<file path="src/rtl/booth_mul_arbiter.sv">
// Round-robin front end that time-shares one sequential start/done multiplier core
// among N_REQ requesters and returns tagged products on a single response channel.
module booth_mul_arbiter #(
    parameter int N_REQ   = 4,
    parameter int WIDTH   = 4,
    parameter int TIMEOUT = 15,
    localparam int ID_W   = (N_REQ > 1) ? $clog2(N_REQ) : 1,
    localparam int TMR_W  = (TIMEOUT > 1) ? $clog2(TIMEOUT) : 1
) (
    input  logic                   clk,
    input  logic                   rst,
    input  logic [N_REQ-1:0]       req_valid,
    output logic [N_REQ-1:0]       req_ready,
    input  logic [N_REQ*WIDTH-1:0] req_mc,
    input  logic [N_REQ*WIDTH-1:0] req_mp,
    output logic                   rsp_valid,
    input  logic                   rsp_ready,
    output logic [ID_W-1:0]        rsp_id,
    output logic [2*WIDTH-1:0]     rsp_prod,
    output logic                   rsp_err,
    output logic                   mul_start,
    output logic [WIDTH-1:0]       mul_mc,
    output logic [WIDTH-1:0]       mul_mp,
    input  logic                   mul_done,
    input  logic [2*WIDTH-1:0]     mul_prod
);

    typedef enum logic [1:0] {IDLE, ISSUE, WAIT, RESP} state_t;

    state_t               state_q, state_d;
    logic [TMR_W-1:0]     timer_q, timer_d;
    logic [ID_W-1:0]      last_grant_q, last_grant_d;
    logic [WIDTH-1:0]     mc_q, mc_d;
    logic [WIDTH-1:0]     mp_q, mp_d;
    logic [ID_W-1:0]      id_q, id_d;
    logic [2*WIDTH-1:0]   prod_q, prod_d;
    logic                 err_q, err_d;

    logic                 grant_found;
    logic [ID_W-1:0]      grant_idx;
    logic [ID_W-1:0]      cand;
    logic [N_REQ-1:0]     ready_d;

    // Scan starting one past the last served requester so each client gets a turn.
    always_comb begin
        grant_found = 1'b0;
        grant_idx   = '0;
        cand        = '0;
        for (int k = 1; k <= N_REQ; k++) begin
            cand = ID_W'((int'(last_grant_q) + k) % N_REQ);
            if (!grant_found && req_valid[cand]) begin
                grant_found = 1'b1;
                grant_idx   = cand;
            end
        end
    end

    always_comb begin
        state_d      = state_q;
        timer_d      = timer_q;
        last_grant_d = last_grant_q;
        mc_d         = mc_q;
        mp_d         = mp_q;
        id_d         = id_q;
        prod_d       = prod_q;
        err_d        = err_q;
        ready_d      = '0;
        case (state_q)
            IDLE: begin
                if (grant_found) begin
                    ready_d[grant_idx] = 1'b1;
                    mc_d    = req_mc[int'(grant_idx)*WIDTH +: WIDTH];
                    mp_d    = req_mp[int'(grant_idx)*WIDTH +: WIDTH];
                    id_d    = grant_idx;
                    state_d = ISSUE;
                end
            end
            ISSUE: begin
                timer_d = '0;
                state_d = WAIT;
            end
            WAIT: begin
                // Done wins over timeout, so a pulse in the last allowed cycle still counts.
                if (mul_done) begin
                    prod_d  = mul_prod;
                    err_d   = 1'b0;
                    state_d = RESP;
                end else if (timer_q == TMR_W'(TIMEOUT - 1)) begin
                    prod_d  = '0;
                    err_d   = 1'b1;
                    state_d = RESP;
                end else begin
                    timer_d = timer_q + 1'b1;
                end
            end
            RESP: begin
                if (rsp_ready) begin
                    last_grant_d = id_q;
                    state_d      = IDLE;
                end
            end
            default: state_d = IDLE;
        endcase
    end

    always_ff @(posedge clk or posedge rst) begin
        if (rst) begin
            state_q      <= IDLE;
            timer_q      <= '0;
            last_grant_q <= ID_W'(N_REQ - 1);
            mc_q         <= '0;
            mp_q         <= '0;
            id_q         <= '0;
            prod_q       <= '0;
            err_q        <= '0;
        end else begin
            state_q      <= state_d;
            timer_q      <= timer_d;
            last_grant_q <= last_grant_d;
            mc_q         <= mc_d;
            mp_q         <= mp_d;
            id_q         <= id_d;
            prod_q       <= prod_d;
            err_q        <= err_d;
        end
    end

    // The handshake is combinational, so mask it while reset holds the block idle.
    assign req_ready = rst ? '0 : ready_d;
    assign rsp_valid = (state_q == RESP);
    assign mul_start = (state_q == ISSUE);
    assign mul_mc    = mc_q;
    assign mul_mp    = mp_q;
    assign rsp_id    = id_q;
    assign rsp_prod  = prod_q;
    assign rsp_err   = err_q;

endmodule

</file>
<file path="config.mk">
export PLATFORM = sky130hd
export DESIGN_NAME = booth_mul_arbiter
export DESIGN_NICKNAME = d
export VERILOG_FILES = /design/src/rtl/booth_mul_arbiter.sv
export SDC_FILE = /design/constraint.sdc
export NUM_CORES = 1
export LEC_CHECK = 0
export CAP_MARGIN = 20
export CORE_MARGIN = 5
export CORE_UTILIZATION = 40
export CTS_BUF_LIST = sky130_fd_sc_hd__clkbuf_16
export CTS_CLUSTER_DIAMETER = 50
export CTS_CLUSTER_SIZE = 25
export DETAILED_ROUTE_END_ITERATION = 8
export PLACE_DENSITY_LB_ADDON = 0.2
export RECOVER_POWER = 50
export SLEW_MARGIN = 5
export SYNTH_ARGS = -nofsm -noshare
export SYNTH_HDL_FRONTEND = slang
export SYNTH_SLANG_ARGS = --single-unit
</file>
<file path="constraint.sdc">
create_clock -name clk -period 2.16 [get_ports clk]
set_clock_uncertainty 0.15 [all_clocks]
set_input_delay 0.432 -clock clk [delete_from_list [all_inputs] [get_ports clk]]
set_output_delay 0.432 -clock clk [all_outputs]
set_load 0.01 [all_outputs]
</file>
==> results of run 1 <==
## kinds of logic after synthesis
kind of cell,Yosys count
AO/OA/AOI/OAI,52
AND/OR/NAND/NOR,40
adder cells (fa/ha/maj),7
multiplexers,9
buffers and inverters,26
flip-flops,27
## how the worst max path moves through the flow
stage | from | end | slack (ps) | cells past startpoint
floorplan | req_valid[0] | req_ready[3] | 30 | 5
global placement | req_valid[0] | req_ready[3] | -870 | 6
detailed placement | req_valid[0] | req_ready[3] | -900 | 6
CTS | last_grant_q[1]$_DFFE_PP1P_ | req_ready[1] | -160 | 6
global route | last_grant_q[0]$_DFFE_PP1P_ | req_ready[1] | -210 | 6
finish | last_grant_q[1]$_DFFE_PP1P_ | req_ready[1] | -130 | 6
## per-layer routing
layer  vias up  part of all wire, %
met5         -                    0
met4         0                  1.0
met3         6                  5.5
met2        51                   47
met1       700                   46
li1        774                    -
## stage by stage
stage / hold slack, ps / utilization (%) / cell area, um2 / setup slack [ps]
6_report: 332 / 68.6 / 2730 / -126
2_1_floorplan: 294 / - / 1650 / 32.8
3_5_place_dp: 321 / 63.8 / 2530 / -901
4_1_cts: 335 / 68.0 / 2700 / -160
3_3_place_gp: 325 / 63.8 / 2530 / -867
5_1_grt: 348 / 68.6 / 2730 / -206
## layout make-up
class / instances / area, um2
clock buffers: 3 / 75.1
clock inverters: 1 / 7.51
fillers: 331 / 1250
inverters: 16 / 60.1
multi-input cells: 108 / 896
flip-flops and latches: 27 / 678
well taps: 50 / 62.6
repair buffers: 105 / 946
## sequential cells by signal, indices dropped and copies added (netlist names)
| signal | count |
|---|---|
| rsp_prod | 8 |
| mul_mc | 4 |
| state_q | 2 |
| timer_q | 4 |
| rsp_id | 2 |
| last_grant_q | 2 |
| mul_mp | 4 |
| rsp_err | 1 |
## where the power goes
| part | switching [W] | internal [W] | leakage (nW) |
|---|---|---|---|
| Sequential | 0.000132 | 0.000749 | 0.323 |
| Clock | 0.000180 | 0.000252 | 0.0371 |
| Combinational | 0.000902 | 0.00106 | 0.859 |
## critical path, cell delays in order (launching register included)
cell and delay (ps):
sky130_fd_sc_hd__dfstp_2 560, sky130_fd_sc_hd__buf_6 90, sky130_fd_sc_hd__a21bo_1 200, sky130_fd_sc_hd__and3_4 190
sky130_fd_sc_hd__buf_6 120, sky130_fd_sc_hd__nor3b_2 140, sky130_fd_sc_hd__buf_2 160
## cell usage in the layout, fill, tap and decap left out, drive strengths merged
master / synthesis / final
nor4: 1 / 1
nor3: 1 / 1
nand2b: 5 / 5
clkbuf: 2 / 9
nor2: 12 / 12
ha: 7 / 7
nand4: 2 / 2
mux2i: 8 / 8
nor2b: 2 / 2
nor3b: 2 / 2
a21boi: 1 / 1
o21ai: 11 / 11
clkinvlp: 0 / 1
dlygate4sd3: 0 / 6
clkdlybuf4s50: 0 / 57
or2: 1 / 1
nand2: 9 / 9
dlymetal6s2s: 0 / 1
a21bo: 1 / 1
dfstp: 2 / 2
a311oi: 1 / 1
buf: 8 / 34
inv: 16 / 16
a21o: 1 / 1
dfrtp: 25 / 25
a22o: 8 / 8
nand3: 1 / 1
and3: 2 / 2
mux2: 1 / 1
a222oi: 1 / 1
clkdlybuf4s15: 0 / 1
o31ai: 1 / 1
a211oi: 16 / 16
a21oi: 2 / 2
a31oi: 9 / 9
and2: 2 / 2
## timing repair
action / 4_1_cts / 5_1_grt
gates resized for setup: 38 / 10
setup buffers: 6 / 3
pin swaps: 8 / 5
setup endpoints to repair: 12 / 8
==> reports/results.txt, run 1 <==
The initial antenna violation count was 0. The Yosys step of the flow raised 0 warnings. The mux share of post-synthesis cell area was 5.58%.

In the post-synthesis netlist, the biggest area contributors are sky130_fd_sc_hd__dfrtp_1 38%, sky130_fd_sc_hd__a211oi_2 9.9%, sky130_fd_sc_hd__ha_1 5.3%. The combinational family with the most area after synthesis is compound AO/OA/AOI/OAI gates. For this run, the leading register cell type out of synthesis is sky130_fd_sc_hd__dfrtp_1. The finished layout holds 310 standard cells, fillers aside. Number of flip-flops and latches in the synthesized netlist: 27.

The number of max-slew violations in the final report is 0, and the routed via count is 1531. The fraction of the cycle the final worst path needs was 106%; the arithmetic-cell share of the synthesized area counting full adders, half adders and majority gates was 5.35%. The tools report the routability congestion estimate from global placement as 0.815.

Data arrives at the worst endpoint at 1700 ps. At the later pin of the worst-skew pair, clock insertion delay measures 260 ps. The tools report the kind of start point of the critical path as a flop. Die footprint: 0.00547 mm2. The global-route wire length before repair was 7460 um.

The die width was 74.0 um; the average instance area after synthesis was 10.2 um2. In this run the critical register-to-register path is launched from last_grant_q[0]$_DFFE_PP1P_. Once the floorplan was initialized, standard cells occupied 41.2% of the core. Sequential area share after synthesis: 41.4%. In this run, synthesis inferred 0 flip-flops with an integrated enable.

TritonCTS built the clock tree. The worst hold path begins at timer_q[3]$_DFFE_PP0P_. The flow ran to the end, but the final reports show violations. The tools report the maximum achievable frequency as 0.437 GHz. The area fraction in and, or, nand and nor cells after synthesis works out to 12.4%. After detailed routing, the average wire length per cell comes to 15.1 um. The power per unit of standard cell area was 1200 mW/mm2; the net count of the mapped netlist was 216. In the routed layout, each cell is associated on average with a via count of 4.94. The tools report the sink of the worst hold path as timer_q[3]$_DFFE_PP0P_. The number of clock sinks seen by CTS was 27; the share of the synthesized area in the top cell type was 38.2%.

In this run the vertical extent of the chip is 74.0 um. Of the total synthesized cell area, the portion taken by XOR and XNOR cells is 0%. The logs give 161 for the synthesized instance count and 0 for the total DRC errors in the routed layout. The final period demand of the worst path works out to 2290 ps. After clock tree synthesis, the clock-pin slew on the worst setup and hold paths is 70 ps. For met1 alone, demand over resource in global routing was 23.6%. The share of synthesized flip-flops with an asynchronous set or reset came out at 100%. Setup repair after global routing could not meet its margin everywhere.

For the number of max-capacitance violations reported, the log shows 0. The logs give 29.2% for the fraction of met2 tracks used by global routing and 298 for the number of cells after detailed placement. Global routing finished with a remaining overflow of 0. The via count of the first global-routing pass came out at 1597. The worst setup path is captured at an output port. In this run the worst hold path is classified as reg2reg.

Required time at the worst-slack endpoint: 1580 ps. The count of buffers added on input and output ports is 72. Register-to-register setup slack: 100 ps.

The cell sitting at the root of the clock tree is a sky130_fd_sc_hd__clkbuf_16. The tools report the aggregate global-route resource usage as 17.2%. After legalization and detailed placement, the total HPWL measured 3580 um. In this run the remaining antenna-violating nets after routing total 0. The number of hold buffers added after cts was 0; the final-report setup violation count was 4.

The checks that failed: setup timing. For the total wire length after detailed routing, the log shows 4690 um. The mapped netlist covers 0.00164 mm2. The number of instances on the worst hold path was 1; the total negative slack was -406 ps. The critical path is of the reg2out type.

For the final-report hold violation count, the log shows 0. Endpoint of the worst-slack reg-to-reg timing path: mul_mc[3]$_DFFE_PP0P_. The layout net count came out at 316. Global routing used 2.16% of the available met3 tracks. The commonest cells after synthesis are 25 x sky130_fd_sc_hd__dfrtp_1, 16 x sky130_fd_sc_hd__inv_1, 13 x sky130_fd_sc_hd__a211oi_2. The region available for standard cell placement spans 0.00397 mm2. Antenna cell count: 0. Entering global routing, the biggest net connects 18 pins. sky130_fd_sc_hd__dfrtp_1 takes more of the synthesized area than any other cell. The largest fanout of any net on the critical path came out at 4. The run gives 37 as the count of cell types in the netlist. After global routing, the most crowded layer is met2. In this run the core area contains 23 standard-cell rows.

For the pin with the worst max-slew slack, the measured transition is 931 ps. For this design the top-level I/O count stands at 73. The final worst slack was -126 ps; the leakage power was 1.22 nW. The number of clock buffers added by TritonCTS is 3. Number of levels the H-tree was split into: 1. Total power for the finished layout comes to 0.00328 W. Among all cell types in the netlist, the one instantiated most often is sky130_fd_sc_hd__dfrtp_1. The maximum vdd drop is 0.758 mV, and the starting DRC count in detailed routing is 48. The synthesized netlist devotes 26.4% of its cell area to compound gates. Headroom to the max-slew limit came out at 37.9%. Of the cells placed in the final design, the portion with a size suffix greater than 1 is 27.7%. Counting along the longest clock path gives a buffer depth of 2.

The worst reg-to-reg path cell count is 7, and the number of detailed-route iterations in the first pass is 4. Compared with the post-synthesis result, the final layout area differs by 66.4%.
(Power assumes the default switching activity.)
==> run 2: changes to the inputs <==
--- a/config.mk
+++ b/config.mk
@@ -16,2 +16,3 @@
 export RECOVER_POWER = 50
+export SETUP_SLACK_MARGIN = 0.05
 export SLEW_MARGIN = 5
==> constraint.sdc (replaced) <==
create_clock -name clk -period 2.16 [get_ports clk]
set_clock_uncertainty 0.15 [all_clocks]
set_input_delay 0.216 -clock clk [delete_from_list [all_inputs] [get_ports clk]]
set_output_delay 0.216 -clock clk [all_outputs]
set_load 0.01 [all_outputs]
==> run 2 against run 1 <==
  * The run now ends clean
  * Non-clock buffer count is 14 lower
  * Cell count is 4.5% lower
  * Sequential power is 1% higher
  * Die area stayed put
  * Utilization is 2.6 points lower
  * Routed wire length is 1.6% lower
  * Sequential share of layout area is 0.96 points higher
  * Critical path type unchanged
  * Largest cell class is now multi-input combinational cells
  * Largest power group unchanged
  * Highest routed layer unchanged
==> reports/results.txt, run 2 (same netlist as run 1, synthesis figures left out) <==
The tools report the worst reg2reg path startpoint as last_grant_q[1]$_DFFE_PP1P_ (was last_grant_q[0]$_DFFE_PP1P_). The tools report the later-pin clock latency in the skew report as 250 ps (was 260 ps). The power per unit of standard cell area works out to 1180 mW/mm2 (was 1200 mW/mm2). The arrival time of data at the critical path endpoint is 1720 ps (was 1700 ps), and the remaining global-route overflow is 0 (unchanged). The logs give 883 um2 (was 896 um2) for the area of combinational cells with multiple inputs and 3 (unchanged) for the clock buffer count from CTS. The run gives 0 (unchanged) as the initial antenna violation count.

The cell class contributing the biggest share of worst-path delay is flip-flops (unchanged). The met1 demand-to-capacity share in global routing is 20.3% (was 23.6%). The run gives 290 (was 298) as the number of cells after detailed placement. The antenna cell count was 0 (unchanged). Crit-path cells: nor3b_2 > a311oi_4 > nor2b_4 > and3_1 > clkdlybuf4s15_2 (was buf_6 > a21bo_1 > and3_4 > buf_6 > nor3b_2 > buf_2). The run gives 0 (unchanged) as the total DRC errors in the routed layout.

The number of flip-flops under the largest register name is 8 (unchanged), and the fraction of the cycle the final worst path needs is 96.6% (was 106%). Number of vias per cell after detailed routing: 5.09 (was 4.94). The critical path capture point type was an output port (unchanged). The final-report setup violation count was 0 (was 4); the share of post-route cells with drive strength above 1 was 22.0% (was 27.7%).

Setup repair after global routing could not meet its margin everywhere. Cell at the root of the clock tree: sky130_fd_sc_hd__clkbuf_16 (unchanged). Peak per-stage delay on the critical path: 590 ps (was 560 ps). The area used by sequential logic in the layout was 678 um2 (unchanged). The classification of the worst setup path was reg2out (unchanged).

For the total negative slack, the log shows 0 ps (was -406 ps). The maximum vdd drop was 0.671 mV (was 0.758 mV). The largest fanout of any net on the critical path is 5 (was 4). The tools report the kind of start point of the critical path as a flop (unchanged). Routability congestion estimate from global placement: 0.840 (was 0.815). Final-report hold violation count: 0 (unchanged).

Worst hold-check path type: in2async (was reg2reg). The worst reg-to-reg path cell count was 7 (unchanged); the buffers plus inverters on the worst setup path was 1 (was 3). The logs give 16.6% (was 17.2%) for the aggregate global-route resource usage and 2 (unchanged) for the worst-case clock buffer depth. The tools report the top-level I/O count as 73 (unchanged). Starting DRC count in detailed routing: 67 (was 48). The number of max-slew violations in the final report is 0 (unchanged).

For the leakage power, the log shows 1.15 nW (was 1.22 nW). The fraction of met2 tracks used by global routing was 30.0% (was 29.2%). Final period demand of the worst path: 2090 ps (was 2290 ps). The die footprint came out at 0.00547 mm2 (unchanged). The run finished with clean final reports.

The largest net degree at the start of global routing is 27 (was 18), and the number of hold buffers added after cts is 0 (unchanged). The tools report the register-to-register setup slack as 170 ps (was 100 ps). The logs give 3.51% (was 2.16%) for the global-route met3 utilization and 7160 um (was 7460 um) for the global-route wire length before repair. The number of max-capacitance violations reported is 0 (unchanged), and the number of rows in the core area is 23 (unchanged).

The run gives 0.00397 mm2 (unchanged) as the area of the core. The most frequent standard cell in the layout excluding fill and tap cells was sky130_fd_sc_hd__clkdlybuf4s50_1 (unchanged). Busiest layer in global routing: met2 (unchanged). The run gives 3450 um (was 3580 um) as the placed wire-length estimate after detailed placement.

The number of antenna-violating nets in the routed design is 0 (unchanged), and the total wire length after detailed routing is 4610 um (was 4690 um). The die width was 74.0 um (unchanged). The routed via count was 1507 (was 1531); the die height was 74.0 um (unchanged). For the required time at the worst-slack endpoint, the log shows 1790 ps (was 1580 ps).

The maximum achievable frequency came out at 0.479 GHz (was 0.437 GHz). The total of buffers placed on input and output ports was 72 (unchanged). Endpoint of the worst-slack reg-to-reg timing path: mul_mc[3]$_DFFE_PP0P_ (unchanged). The run gives 328 (was 331) as the fill cell total of the finished layout. The run gives 302 (was 316) as the layout net count.

The number of gates on the worst path with buffers counted came out at 5 (was 6). TritonCTS built the clock tree. Initial standard-cell utilization of the core: 41.2% (unchanged). The routed length per placed instance works out to 15.6 um (was 15.1 um). Via count of the first global-routing pass: 1544 (was 1597).

The CTS clock-pin slew for the worst setup and hold paths works out to 60 ps (was 70 ps). The number of detailed-route iterations in the first pass is 4 (unchanged), and the pin slew with the least headroom to its limit is 664 ps (was 931 ps). The library cell contributing the largest single delay on the critical path was sky130_fd_sc_hd__dfstp_2 (unchanged).

The area added between synthesis and finish is 60.2% (was 66.4%). Number of levels the H-tree was split into: 1 (unchanged). The number of clock sinks seen by CTS was 27 (unchanged). The relative max-transition margin was 55.8% (was 37.9%). Commonest non-fill, non-tap cells in the layout: 54 x sky130_fd_sc_hd__clkdlybuf4s50_1, 25 x sky130_fd_sc_hd__dfrtp_1, 17 x sky130_fd_sc_hd__inv_1 (was 57 x sky130_fd_sc_hd__clkdlybuf4s50_1, 26 x sky130_fd_sc_hd__buf_4, 25 x sky130_fd_sc_hd__dfrtp_1). Number of non-filler instances in the completed layout: 296 (was 310).
[run 2: cell count changes in the layout (fill, tap and decap cells not counted), sizes merged]
cell / delta
buf: -15
dlygate4sd3: +5
clkbuf: -4
clkdlybuf4s50: -3
dlygate4sd2: +2
clkdlybuf4s15: +1
clkinvlp: -1
inv: +1
[run 2: layer usage]
metal,vias to the layer above,routed length (um)
met5,-,0
met3,6,287
met2,36,2380
li1,747,-
met1,718,1890
met4,0,53
[run 2: timing repair]
item | 4_1_cts | 5_1_grt
hold endpoints to repair | 0 | 0
pin swaps | 3 | 3
resized for setup | 24 | 9
buffers inserted | 3 | 0
endpoints found under the setup margin | 4 | 12
[run 2: worst max path at each step]
stage	start	end
floorplan	last_grant_q[1]$_DFFE_PP1P_	req_ready[1]
global placement	req_valid[0]	req_ready[3]
detailed placement	req_valid[1]	req_ready[1]
CTS	req_valid[0]	req_ready[1]
global route	last_grant_q[1]$_DFFE_PP1P_	req_ready[2]
finish	last_grant_q[1]$_DFFE_PP1P_	req_ready[0]
[run 2: cell type report]
type                            instances  share of cell area (%)
Clock buffer                            3                    2.86
Clock inverter                          1                   0.143
Inverter                               16                    2.29
Multi-Input combinational cell        108                    33.7
Sequential cell                        27                    25.8
Tap cell                               50                    2.38
Timing Repair Buffer                   91                    32.8
[run 2: power by group]
group	switching (W)	internal [W]	total [W]
logic	0.000856	0.000935	0.00179
clock network	0.000164	0.000248	0.000412
registers	0.000142	0.000750	0.000892
[run 2: metrics by stage]
step | power, W | util, % | setup WS (ps) | cell area (um2) | hold slack, ps
final | 0.00309 | 66.1 | 73.6 | 2620 | 207
after global routing | 0.00334 | 66.1 | 4.80 | 2620 | 225
after CTS | 0.00313 | 65.5 | 52.0 | 2600 | 70.0
after detailed placement | 0.00264 | 62.0 | -403 | 2460 | 324
after global placement | 0.00261 | 62.0 | -321 | 2460 | 325
after floorplan | 0.00193 | - | 206 | 1640 | 131
==> run 3: changes to the inputs <==
--- a/constraint.sdc
+++ b/constraint.sdc
@@ -4,2 +4,2 @@
 set_output_delay 0.216 -clock clk [all_outputs]
-set_load 0.01 [all_outputs]
+set_load 0.05 [all_outputs]
==> run 3 against run 2 <==
  * Power is 29% higher
  * Sequential cell count stayed put
  * Combinational power is 49% higher
  * Register-to-register slack worse by 120 ps
  * Global-route usage is 0.53 points higher
  * Routed wire length is 3.8% higher
==> reports/results.txt, run 3 (same netlist as run 1, synthesis figures left out) <==
The flow ran to the end, and the final reports show no timing, DRC or antenna violations. The logs give 10.9% (was 13.3%) for the clock share of power and 0.839 (was 0.840) for the routability congestion estimate from global placement. Worst hold-check path type: reg2reg (was in2async). The number of levels the H-tree was split into is 1 (unchanged), and the total DRC errors in the routed layout is 0 (unchanged). The switching part of the total power works out to 47.1% (was 37.6%). The critical path capture point type is an output port (unchanged). The logs give 66.6% (was 57.9%) for the combinational group share of total power and 20.3 ps (was 73.6 ps) for the final worst slack. Pin slew with the least headroom to its limit: 601 ps (was 664 ps). The CTS clock-pin slew for the worst setup and hold paths was 70 ps (was 60 ps); the cell area after layout was 0.00282 mm2 (was 0.00262 mm2). The logs give 326 ps (was 207 ps) for the worst hold slack and 310 (was 302) for the layout net count.

The run gives 0 (unchanged) as the number of antenna-violating nets in the routed design. Commonest non-fill, non-tap cells in the layout: 58 x sky130_fd_sc_hd__clkdlybuf4s50_1, 25 x sky130_fd_sc_hd__dfrtp_1, 23 x sky130_fd_sc_hd__buf_4 (was 54 x sky130_fd_sc_hd__clkdlybuf4s50_1, 25 x sky130_fd_sc_hd__dfrtp_1, 17 x sky130_fd_sc_hd__inv_1). The total of buffers placed on input and output ports is 72 (unchanged). The tools report the antenna cell count as 0 (unchanged). The kind of start point of the critical path is a flop (unchanged). The number of vias per cell after detailed routing was 5.09 (about the same). Setup repair after global routing could not meet its margin everywhere. The run gives 0 (unchanged) as the initial antenna violation count. The area of the core is 0.00397 mm2 (unchanged), and the leakage power is 1.21 nW (was 1.15 nW).

Library cell contributing the largest single delay on the critical path: sky130_fd_sc_hd__dfstp_2 (unchanged). The required time at the worst-slack endpoint was 1790 ps (about the same); the routed via count was 1546 (was 1507). The arrival time of data at the critical path endpoint was 1770 ps (was 1720 ps); the number of flip-flops under the largest register name was 8 (unchanged). The relative max-transition margin came out at 60.1% (was 55.8%). The classification of the worst setup path is reg2out (unchanged). The area added between synthesis and finish came out at 72.4% (was 60.2%). The peak per-stage delay on the critical path is 560 ps (was 590 ps).

The run gives 0 (unchanged) as the remaining global-route overflow. The run gives 0 (unchanged) as the final-report hold violation count. The global-route wire length before repair is 7310 um (was 7160 um), and the die height is 74.0 um (unchanged). The fraction of the cycle the final worst path needs is 99.1% (was 96.6%), and the number of max-slew violations in the final report is 0 (unchanged).

The top-level I/O count is 73 (unchanged), and the largest fanout of any net on the critical path is 5 (unchanged). The tools report the later-pin clock latency in the skew report as 260 ps (was 250 ps). The cell at the root of the clock tree was sky130_fd_sc_hd__clkbuf_16 (unchanged). The run gives 1548 (was 1544) as the via count of the first global-routing pass. The largest net degree at the start of global routing was 19 (was 27); the routed length per placed instance was 15.7 um (was 15.6 um). The die width is 74.0 um (unchanged).

The cell internal power dissipation came out at 0.00211 W (was 0.00193 W). The die footprint is 0.00547 mm2 (unchanged), and the share of post-route cells with drive strength above 1 is 29.9% (was 22.0%). The power per unit of standard cell area came out at 1420 mW/mm2 (was 1180 mW/mm2). The tools report the aggregate global-route resource usage as 17.1% (was 16.6%). The number of detailed-route iterations in the first pass is 4 (unchanged). The maximum achievable frequency is 0.467 GHz (was 0.479 GHz). For the number of max-capacitance violations reported, the log shows 0 (unchanged). Crit-path cells: nand2b_4 > buf_6 > a21bo_1 > and3_4 > and3_4 > buf_12 (was nor3b_2 > a311oi_4 > nor2b_4 > and3_1 > clkdlybuf4s15_2). The total wire length after detailed routing was 4790 um (was 4610 um). The maximum vdd drop is 0.845 mV (was 0.671 mV). TritonCTS built the clock tree.

Clock buffer count from CTS: 3 (unchanged). The setup slack after placement is -153 ps (was -403 ps). Area after detailed placement: 0.00259 mm2 (was 0.00246 mm2).

Most frequent standard cell in the layout excluding fill and tap cells: sky130_fd_sc_hd__clkdlybuf4s50_1 (unchanged). Number of rows in the core area: 23 (unchanged). The tools report the net load switching power as 0.00188 W (was 0.00116 W). In this design, the critical path's most frequently occurring cell is sky130_fd_sc_hd__and3_4. The tools report the initial standard-cell utilization of the core as 41.2% (unchanged). The final-report setup violation count is 0 (unchanged). The placed wire-length estimate after detailed placement was 3600 um (was 3450 um); the final period demand of the worst path was 2140 ps (was 2090 ps). The number of clock sinks seen by CTS is 27 (unchanged), and the starting DRC count in detailed routing is 43 (was 67). The share of power burned in registers was 22.6% (was 28.8%). Worst-case clock buffer depth: 2 (unchanged).
==> run 3: cell types whose count changed in the layout (fill, tap and decap cells not counted), moves of 2 or more <==
cell and delta:
sky130_fd_sc_hd__buf_4 +8, sky130_fd_sc_hd__dlygate4sd3_1 -7, sky130_fd_sc_hd__buf_12 +6, sky130_fd_sc_hd__mux2i_1 -6
sky130_fd_sc_hd__mux2i_2 +5, sky130_fd_sc_hd__clkdlybuf4s50_1 +4, sky130_fd_sc_hd__inv_1 -3, sky130_fd_sc_hd__buf_2 -2
sky130_fd_sc_hd__clkbuf_1 +2, sky130_fd_sc_hd__clkdlybuf4s15_2 -2, sky130_fd_sc_hd__inv_2 +2, sky130_fd_sc_hd__nor2_1 -2
==> run 3: critical path: cells and delay by family, from the launching register on <==
family          cells  cell delay, ps
compound gates      1             110
simple gates        3             610
flops               1             560
buf+inv             2             220
==> run 3: per-layer routing <==
metal	routed length, um	GRT usage, %
met5	0	0
met2	2240	28.8
met4	56	4.43
met1	2170	22.2
met3	325	3.92
==> run 3: power groups by stage <==
stage | Combinational [W] | Clock, W | Sequential [W]
finish | 0.00266 | 0.000435 | 0.000901
global route | 0.00281 | 0.000466 | 0.000932
CTS | 0.00263 | 0.000439 | 0.000895
detailed placement | 0.00249 | 0 | 0.000899
global placement | 0.00247 | 0 | 0.000895
floorplan | 0.00109 | 0 | 0.00148
==> run 3: final cells by class <==
type,instances,area (um2)
clock inverter,1,7.51
tap,50,62.6
inverter,16,60.1
multi-input combinational,108,955
timing repair buffer,99,986
sequential,27,678
fill,284,1150
clock buffer,3,75.1
==> run 3: final timing paths <==
path                                             start                      to  slack [ps]  cells past startpoint
max                        last_grant_q[0]$_DFFE_PP1P_            req_ready[0]          20                      6
min                             timer_q[3]$_DFFE_PP0P_  timer_q[3]$_DFFE_PP0P_         330                      1
max reg2reg                last_grant_q[0]$_DFFE_PP1P_   mul_mp[2]$_DFFE_PP0P_          50                      8
min reg2reg                     timer_q[3]$_DFFE_PP0P_  timer_q[3]$_DFFE_PP0P_         330                      1
max in group asynchronous                          rst  timer_q[3]$_DFFE_PP0P_        1230                      3
min in group asynchronous                          rst  timer_q[0]$_DFFE_PP0P_         360                      3
==> run 3: what timing repair did <==
item | CTS | global route
setup buffers | 5 | 0
hold buffers | 0 | 0
hold endpoints to repair | 0 | 0
pin swaps | 5 | 2
setup endpoints to repair | 4 | 10
gates resized for setup | 17 | 14
==> run 3: metrics by stage <==
| step | cells | utilization (%) | total power (W) | setup TNS (ps) |
|---|---|---|---|---|
| after floorplan | 161 | - | 0.00257 | 0 |
| after global placement | 295 | 65.2 | 0.00336 | -1110 |
| after detailed placement | 295 | 65.2 | 0.00339 | -1380 |
| after CTS | 304 | 69.9 | 0.00396 | 0 |
| after global routing | 304 | 71.1 | 0.00420 | -131 |
| final | 304 | 71.1 | 0.00400 | 0 |
